==> src/rtl/exu_seq_ctrl.sv <==
// Multi-cycle instruction sequencer: owns the PC, runs fetch and load/store
// handshakes, and retires one instruction at a time with a watchdog per wait state.
module exu_seq_ctrl #(
   parameter logic [31:0] RESET_PC = 32'h8000_0000,
   parameter int unsigned TIMEOUT  = 255
) (
   input  logic        clk,
   input  logic        rst,
   output logic [31:0] pc,
   output logic        ifu_req_valid,
   input  logic        ifu_req_ready,
   input  logic        ifu_resp_valid,
   output logic        ifu_resp_ready,
   input  logic [31:0] ifu_resp_inst,
   output logic [31:0] inst_id,
   input  logic [31:0] dnpc_ex,
   input  logic        reg_wen_ex,
   input  logic        mem_op_ex,
   input  logic        ebreak_ex,
   output logic        lsu_req_valid,
   input  logic        lsu_req_ready,
   input  logic        lsu_resp_valid,
   output logic        reg_wen_commit,
   output logic        commit,
   output logic [63:0] instret,
   output logic        halt,
   output logic        err
);

   localparam int unsigned    WDW     = (TIMEOUT > 1) ? $clog2(TIMEOUT) : 1;
   localparam logic [WDW-1:0] WD_LAST = WDW'(TIMEOUT - 1);

   typedef enum logic [2:0] {
      IDLE,
      FETCH_REQ,
      FETCH_WAIT,
      EXEC,
      MEM_REQ,
      MEM_WAIT,
      WB,
      HALT
   } state_t;

   state_t         state_q;
   logic [31:0]    dnpc_q;
   logic           reg_wen_q;
   logic           ebreak_q;
   logic [WDW-1:0] wd_q;
   logic           wd_expired;

   // The watchdog counts cycles already spent in the current REQ/WAIT state,
   // so the last permitted cycle is TIMEOUT-1; a handshake in that cycle still wins.
   always_comb begin
      wd_expired = (wd_q == WD_LAST);
   end

   always_ff @(posedge clk or posedge rst) begin
      if (rst) begin
         state_q        <= IDLE;
         pc             <= RESET_PC;
         inst_id        <= '0;
         instret        <= '0;
         dnpc_q         <= '0;
         reg_wen_q      <= 1'b0;
         ebreak_q       <= 1'b0;
         wd_q           <= '0;
         ifu_req_valid  <= 1'b0;
         ifu_resp_ready <= 1'b0;
         lsu_req_valid  <= 1'b0;
         reg_wen_commit <= 1'b0;
         commit         <= 1'b0;
         halt           <= 1'b0;
         err            <= 1'b0;
      end else begin
         commit         <= 1'b0;
         reg_wen_commit <= 1'b0;
         case (state_q)
            IDLE: begin
               state_q       <= FETCH_REQ;
               ifu_req_valid <= 1'b1;
               wd_q          <= '0;
            end
            FETCH_REQ: begin
               if (ifu_req_ready) begin
                  state_q        <= FETCH_WAIT;
                  ifu_req_valid  <= 1'b0;
                  ifu_resp_ready <= 1'b1;
                  wd_q           <= '0;
               end else if (wd_expired) begin
                  state_q       <= HALT;
                  ifu_req_valid <= 1'b0;
                  halt          <= 1'b1;
                  err           <= 1'b1;
               end else begin
                  wd_q <= wd_q + WDW'(1);
               end
            end
            FETCH_WAIT: begin
               if (ifu_resp_valid) begin
                  state_q        <= EXEC;
                  ifu_resp_ready <= 1'b0;
                  inst_id        <= ifu_resp_inst;
               end else if (wd_expired) begin
                  state_q        <= HALT;
                  ifu_resp_ready <= 1'b0;
                  halt           <= 1'b1;
                  err            <= 1'b1;
               end else begin
                  wd_q <= wd_q + WDW'(1);
               end
            end
            EXEC: begin
               dnpc_q    <= dnpc_ex;
               reg_wen_q <= reg_wen_ex;
               ebreak_q  <= ebreak_ex;
               if (dnpc_ex[1:0] != 2'b00) begin
                  state_q <= HALT;
                  halt    <= 1'b1;
                  err     <= 1'b1;
               end else if (mem_op_ex) begin
                  state_q       <= MEM_REQ;
                  lsu_req_valid <= 1'b1;
                  wd_q          <= '0;
               end else begin
                  state_q        <= WB;
                  commit         <= 1'b1;
                  reg_wen_commit <= reg_wen_ex;
               end
            end
            MEM_REQ: begin
               if (lsu_req_ready) begin
                  state_q       <= MEM_WAIT;
                  lsu_req_valid <= 1'b0;
                  wd_q          <= '0;
               end else if (wd_expired) begin
                  state_q       <= HALT;
                  lsu_req_valid <= 1'b0;
                  halt          <= 1'b1;
                  err           <= 1'b1;
               end else begin
                  wd_q <= wd_q + WDW'(1);
               end
            end
            MEM_WAIT: begin
               if (lsu_resp_valid) begin
                  state_q        <= WB;
                  commit         <= 1'b1;
                  reg_wen_commit <= reg_wen_q;
               end else if (wd_expired) begin
                  state_q <= HALT;
                  halt    <= 1'b1;
                  err     <= 1'b1;
               end else begin
                  wd_q <= wd_q + WDW'(1);
               end
            end
            WB: begin
               pc      <= dnpc_q;
               instret <= instret + 64'd1;
               if (ebreak_q) begin
                  state_q <= HALT;
                  halt    <= 1'b1;
               end else begin
                  state_q       <= FETCH_REQ;
                  ifu_req_valid <= 1'b1;
                  wd_q          <= '0;
               end
            end
            HALT: begin
               state_q <= HALT;
            end
         endcase
      end
   end

endmodule

==> config.mk <==
export PLATFORM = sky130hd
export DESIGN_NAME = exu_seq_ctrl
export DESIGN_NICKNAME = d
export VERILOG_FILES = /design/src/rtl/exu_seq_ctrl.sv
export SDC_FILE = /design/constraint.sdc
export NUM_CORES = 1
export LEC_CHECK = 0
export CAP_MARGIN = 20
export CORE_MARGIN = 5
export CORE_UTILIZATION = 45
export CTS_CLUSTER_SIZE = 10
export DETAILED_ROUTE_END_ITERATION = 6
export DONT_BUFFER_PORTS = 1
export GPL_TIMING_DRIVEN = 0
export PLACE_DENSITY = 0.7
export SYNTH_ARGS = -nofsm -noshare
export SYNTH_HDL_FRONTEND = slang
export SYNTH_SLANG_ARGS = --single-unit
==> constraint.sdc <==
create_clock -name clk -period 15.1 [get_ports clk]
set_input_delay 3.02 -clock clk [delete_from_list [all_inputs] [get_ports clk]]
set_output_delay 3.02 -clock clk [all_outputs]
set_load 0.01 [all_outputs]
==> results of run 1 <==
==> final timing paths <==
kind,start,end,slack (ps),cells past startpoint
max in group asynchronous,rst,instret[31],11730,2
max,ifu_resp_valid,state_q[1],11070,5
min reg2reg,dnpc_q[6],pc[6],470,2
min,dnpc_q[6],pc[6],470,2
max reg2reg,instret[0],instret[56],12560,6
min in group asynchronous,rst,dnpc_q[25],2450,1
==> worst register-to-register path: cells and delay by family, from the launching register on <==
kind          cells  cell delay, ps
flops             1             520
simple gates      4            1540
xor+xnor          1             170
fa+ha+maj         1             250
==> cell usage in the layout, fill, tap and decap left out, types with 2 or more instances in the layout <==
master,count
dfrtp_1,179
nand2_1,149
mux2_2,63
xnor2_1,43
nand4_1,29
nor2_1,27
nand3_1,26
o21ai_0,22
xor2_1,20
clkbuf_16,17
inv_1,15
clkbuf_1,15
nor3_1,14
a21oi_1,12
buf_2,9
and3_1,7
and4_1,6
or2_2,5
and2_1,5
nor4_2,5
o311ai_0,4
inv_8,4
inv_6,4
nor2b_1,3
nand2b_1,3
o22ai_1,3
nor3_2,3
a31o_2,3
ha_1,3
bufinv_16,3
a22oi_1,2
a31oi_1,2
nand3b_1,2
nand4_2,2
clkbuf_2,2
clkinvlp_4,2
clkinv_4,2
==> per-layer routing <==
layer / GRT usage, % / vias to the layer above / wire [µm]
li1: - / 2441 / -
met1: 23.52 / 2579 / 7390
met2: 27.83 / 191 / 8422
met3: 8.898 / 30 / 1935
met4: 6.566 / 2 / 467
met5: 0 / - / 20
==> per-stage QoR <==
| stage | cell area, µm² | hold WS, ps | power [W] | instances |
|---|---|---|---|---|
| after floorplan | 7806 | 434.8 | 0.0004997 | 703 |
| after global placement | 8088 | 440.3 | 0.0005025 | 928 |
| after detailed placement | 8123 | 447.3 | 0.0005035 | 929 |
| after CTS | 8740 | 466.5 | 0.0009730 | 960 |
| after global routing | 8740 | 478.4 | 0.0009938 | 960 |
| final | 8740 | 465.2 | 0.0009587 | 960 |
==> sequential cells by signal, summed over array words and instances, names as in the netlist <==
name            cells
instret            64
dnpc_q             32
inst_id            32
pc                 32
wd_q                8
state_q             3
commit              1
ebreak_q            1
err                 1
halt                1
ifu_req_valid       1
ifu_resp_ready      1
lsu_req_valid       1
reg_wen_commit      1
reg_wen_q           1
==> where the power goes <==
part | switching, W | total, W | internal, W
Sequential | 0.000000128 | 0.000482 | 0.000482
Clock | 0.000200 | 0.000465 | 0.000266
Combinational | 0.00000976 | 0.0000113 | 0.00000158
==> layout make-up <==
cell class                 count  area, µm²  share of cell area [%]
clock inverter                14      191.4                   2.190
timing repair buffer           1      27.53                  0.3150
buffer                        27      118.9                   1.360
multi-input combinational    480       3122                   35.72
sequential                   180       4506                   51.55
tap                          225      281.5                   3.221
clock buffer                  17      425.4                   4.868
inverter                      16      67.56                  0.7731
==> cells by family (layout without fill, tap and decap cells) <==
family / count (synthesis) / after routing / share of synthesized area, %
muxes: 64 / 64 / 9.216
DFF: 180 / 180 / 57.72
and+or+nand+nor: 294 / 294 / 18.77
xor gates and xnor gates: 63 / 63 / 7.068
AOI/OAI and AO/OA: 56 / 56 / 4.456
adders and majority gates: 3 / 3 / 0.4809
buffers and inverters: 43 / 75 / 2.292
==> summary.md, run 1 <==
| Metric | Value |
|---|---|
| Status | finished clean |
| Max Fclk | 248.4 MHz |
| Worst path arrival time | 4300 ps |
| Sequential share of the synthesized area | 57.72% |
| # port buffers | 0 |
| Syn Nets | 779 |
| Overflow after GRT | 0 |
| CP Launch Type | input pin |
| Max cap viols | 0 |
| Max VDD drop | 72.84 µV |
| DP HPWL | 13,250 µm |
| Crit-path max cell delay | 460 ps |
| TritonCTS clock tree | built |
| Final setup viols | 0 |
| Vias in the first global route | 5,301 |
| Total setup buffers inserted after CTS | 0 |
| Period utilization | 26.66% |
| Clock slew seen by the registers of the worst setup and hold paths | 70 ps |
| Cell Area, Synth | 7806 µm² |
| Initial DRT Pass Iterations | 4 |
| Crit Path Max Fanout | 10 |
| DR vias/cell | 5.461 |
| CTS resizes | 0 |
| CP Capture Type | register |
| Final worst setup slack | 11,070 ps |
| Ys Warns | 0 |
| CP top delay family | compound AO/OA/AOI/OAI gates |
| Share of layout cells above drive strength 1 | 17.96% |
| Post-route ant nets | 0 |
| Largest net degree at the start of global routing | 124 |
| P_leak | 4.171 nW |
| RSZ-0062 raised after global routing | false |
| Leading area contributor after synthesis | dfrtp_1 |
| Ports | 208 |
| Async set-reset flop share out of synthesis | 100.0% |
| Remaining routing DRC violations | 0 |
| Worst path slowest cell | a211oi_2 |
| Core Region | 17,180 µm² |
| Die Width | 141.7 µm |
| Die Y | 141.7 µm |
| Relative slew slack | 53.85% |
| Worst slack at placement | 10,650 ps |
| CP bufs+invs | 2 |
| Worst path cell trace | and3_1, buf_2, a211oi_2, buf_2, o311ai_0 |
| Top cells by area, synth | dfrtp_1 (57%), mux2_2 (9.1%), nand2_1 (7.2%) |
| CP required | 15,380 ps |
| Std-Cell Rows | 48 |
| Post-synthesis cell count | 703 |
| Final Hold Viols | 0 |
| Initial Utilization | 45.45% |
| Global-route wire length before repair | 29,690 µm |
| Sink Count | 180 |
| Initial drt markers | 251 |
| HP Class | register to register |
| Wire per inst | 19.00 µm |
| Post-route minimum period | 4025 ps |
| RD Place Congestion | 0.8841 |
| Fin Clk Skew | 8.112 ps |
| Post-layout util | 50.88% |
| Synth top area share | 57.38% |
| H-tree depth | 4 |
| Vias | 5,243 |
| Yosys cell types | 50 |
| Final #Nets | 799 |
| Worst Max-Slew Pin Slew | 692.3 ps |
| Post-synth EDFFs | 0 |
| Max-slew violations | 0 |
| CTS buffer count | 17 |
| Crit Path Category | input pin to register |
| Diodes inserted | 0 |
| Filler cell count | 1,546 |
| Commonest cells post-synth | dfrtp_1 (179), nand2_1 (149), mux2_2 (63), xnor2_1 (43), nand4_1 (29) |
| Clock root buffer | clkbuf_16 |
| Die footprint | 20,080 µm² |
| Most frequent CP cell | buf_2 |
| Setup TNS | 0 ps |
| Synth-to-layout area growth | 11.96% |
| Most common cell in the netlist | dfrtp_1 |
| Synthesized area per cell | 11.10 µm² |
| Cts hold-fix bufs | 0 |
| Clock Path Buffers | 2 |
| Clk Latency, worst-skew pair | 430 ps |
| WL final | 18,240 µm |
| GRT Util Overall | 18.55% |
| FF+latch count, synth | 180 |
| Top FF cell, synth | dfrtp_1 |
| Power Density | 109.7 nW/µm² |
| Antenna violations before repair | 1 |
Note: power is estimated with default switching activity, not from simulation.
==> inputs of run 2 (changes only) <==
==> constraint.sdc (replaced) <==
create_clock -name clk -period 4.1 [get_ports clk]
set_input_delay 0.82 -clock clk [delete_from_list [all_inputs] [get_ports clk]]
set_output_delay 0.82 -clock clk [all_outputs]
set_load 0.01 [all_outputs]
==> summary.md, run 2 (same netlist as run 1, synthesis figures left out) <==
| Metric | Value |
|---|---|
| Status | finished clean |
| CP Launch Type | register |
| DP Area | 8172 µm² (+0.60%) |
| Post-route ant nets | 0 (unchanged) |
| CP Capture Type | register |
| TritonCTS clock tree | built |
| Sequential Area | 4506 µm² (unchanged) |
| Period utilization | 62.28% |
| Worst path cell trace | ha_1, nand4_1, nor4_2, nand4_1, nor3_2, xor2_1 |
| CP required | 4450 ps (-10,930 ps) |
| Crit-path max cell delay | 660 ps (+200 ps) |
| Commonest non-fill, non-tap cell in the layout | dfrtp_1 |
| Total setup buffers inserted after CTS | 0 (unchanged) |
| Die Width | 141.7 µm (unchanged) |
| Synth-to-layout area growth | 12.42% |
| Sink Count | 180 (unchanged) |
| Filler cell count | 1,517 (-1.9%) |
| Share of layout cells above drive strength 1 | 18.16% (+0.20 points) |
| Die Y | 141.7 µm (unchanged) |
| Top reg by flops | instret |
| Cts hold-fix bufs | 0 (unchanged) |
| GRT Util Overall | 18.65% (+0.095 points) |
| Most frequent CP cell | nand4_1 |
| RSZ-0062 raised after global routing | false |
| Post-route cell area | 8776 µm² (+0.42%) |
| Max FFs per register | 64 (unchanged) |
| Relative slew slack | 55.75% (+1.9 points) |
| Vias | 5,249 (+0.11%) |
| Worst Max-Slew Pin Slew | 663.7 ps (-28.61 ps) |
| Fin Clk Skew | 12.19 ps (+4.082 ps) |
| Most frequent cells in the layout | dfrtp_1 (179), nand2_1 (149), mux2_2 (63), xnor2_1 (43), nand4_1 (29) |
| Fin cells | 964 (+0.42%) |
| Crit Path Category | register to register |
| Overflow after GRT | 0 (unchanged) |
| Multi-input gate area | 3122 µm² (unchanged) |
| Core Region | 17,180 µm² (unchanged) |
| Global-route wire length before repair | 29,820 µm (+0.44%) |
| Initial drt markers | 260 (+3.6%) |
| Crit Path Max Fanout | 5 (-5) |
| Max-slew violations | 0 (unchanged) |
| Clk Latency, worst-skew pair | 430 ps (about the same) |
| Clock root buffer | clkbuf_16 |
| # port buffers | 0 (unchanged) |
| WL final | 18,490 µm (+1.4%) |
| P_leak | 4.185 nW (+0.34%) |
| Final #Nets | 802 (+0.38%) |
| Post-route minimum period | 2554 ps |
| DR vias/cell | 5.445 (-0.30%) |
| Max cap viols | 0 (unchanged) |
| CTS resizes | 0 (unchanged) |
| Vias in the first global route | 5,416 (+2.2%) |
| CTS buffer count | 17 (unchanged) |
| RD Place Congestion | 0.8543 (-3.4%) |
| Total power draw | 0.003486 W (+260%) |
| H-tree depth | 4 (unchanged) |
| Placed insts | 932 (+0.32%) |
| Die footprint | 20,080 µm² (unchanged) |
| HP Class | input pin to async pin |
| Antenna violations before repair | 1 (unchanged) |
| Power Density | 397.3 nW/µm² (+260%) |
| Initial DRT Pass Iterations | 5 (+1) |
| Max Fclk | 391.6 MHz |
| Std-Cell Rows | 48 (unchanged) |
| Wire per inst | 19.18 µm (+0.96%) |
| Post-layout util | 51.09% (+0.21 points) |
| Ports | 208 (unchanged) |
| DP HPWL | 13,610 µm (+2.7%) |
| Final Hold Viols | 0 (unchanged) |
| Remaining routing DRC violations | 0 (unchanged) |
| Clock slew seen by the registers of the worst setup and hold paths | 70 ps (about the same) |
| Initial Utilization | 45.45% (unchanged) |
| Max VDD drop | 280.0 µV (+280%) |
| Final setup viols | 0 (unchanged) |
| Largest net degree at the start of global routing | 42 (-66%) |
| Worst path arrival time | 2900 ps (-1400 ps) |
| Worst path slowest cell | nor4_2 |
| Clock Path Buffers | 2 (unchanged) |
==> run 2: changes by cell type in the layout (fill, tap and decap cells not counted), sizes merged <==
cell,before,now
inv,23,19
buf,11,14
clkinv,2,5
clkbuf,34,35
diode,0,1
==> run 2: layout make-up <==
class                      count  share of cell area (%)
sequential                   180                   51.34
multi-input combinational    480                   35.57
clock buffer                  18                   4.890
tap                          225                   3.208
clock inverter                13                   1.967
buffer                        27                   1.354
timing repair buffer           4                  0.9125
inverter                      16                  0.7271
antenna                        1                 0.02851
==> run 2: critical path, delay by kind of cell (launching register included) <==
family / cells / cell delay (ps)
xor+xnor: 1 / 170
flops: 1 / 510
fa+ha+maj: 1 / 250
simple gates: 4 / 1540
==> run 2: power by group <==
group / leakage [nW] / internal (W) / total [W] / switching, W
Sequential: 2.44 / 0.00178 / 0.00178 / 0.000000523
Combinational: 1.45 / 0.0000106 / 0.0000474 / 0.0000368
Clock: 0.292 / 0.000966 / 0.00166 / 0.000697
Total: 4.18 / 0.00275 / 0.00349 / 0.000734
==> run 2: path summary, 6_finish.rpt <==
| kind | endpoint | slack (ps) | startpoint | cells after the start |
|---|---|---|---|---|
| min in group clk | pc[23] | 460 | dnpc_q[23] | 2 |
| min | instret[42] | 310 | rst | 1 |
| max in group asynchronous | pc[31] | 2610 | rst | 4 |
| min reg2reg | pc[23] | 460 | dnpc_q[23] | 2 |
| max reg2reg | instret[60] | 1550 | instret[0] | 6 |
| max | instret[60] | 1550 | instret[0] | 6 |
==> run 2: metrics by stage <==
stage / setup slack [ps] / hold WS, ps / TNS [ps]
after floorplan: 972.2 / 434.8 / 0
after global routing: 1398 / 345.9 / 0
final: 1546 / 314.4 / 0
after CTS: 1487 / 316.6 / 0
after global placement: -26.13 / 440.1 / -1931
after detailed placement: 1511 / 454.7 / 0
==> run 2: per-layer routing <==
layer  track usage [%]  wire (µm)
met4             5.657        311
met3             9.572       2105
met2             28.86       8684
met5                 0         13
met1             22.87       7373
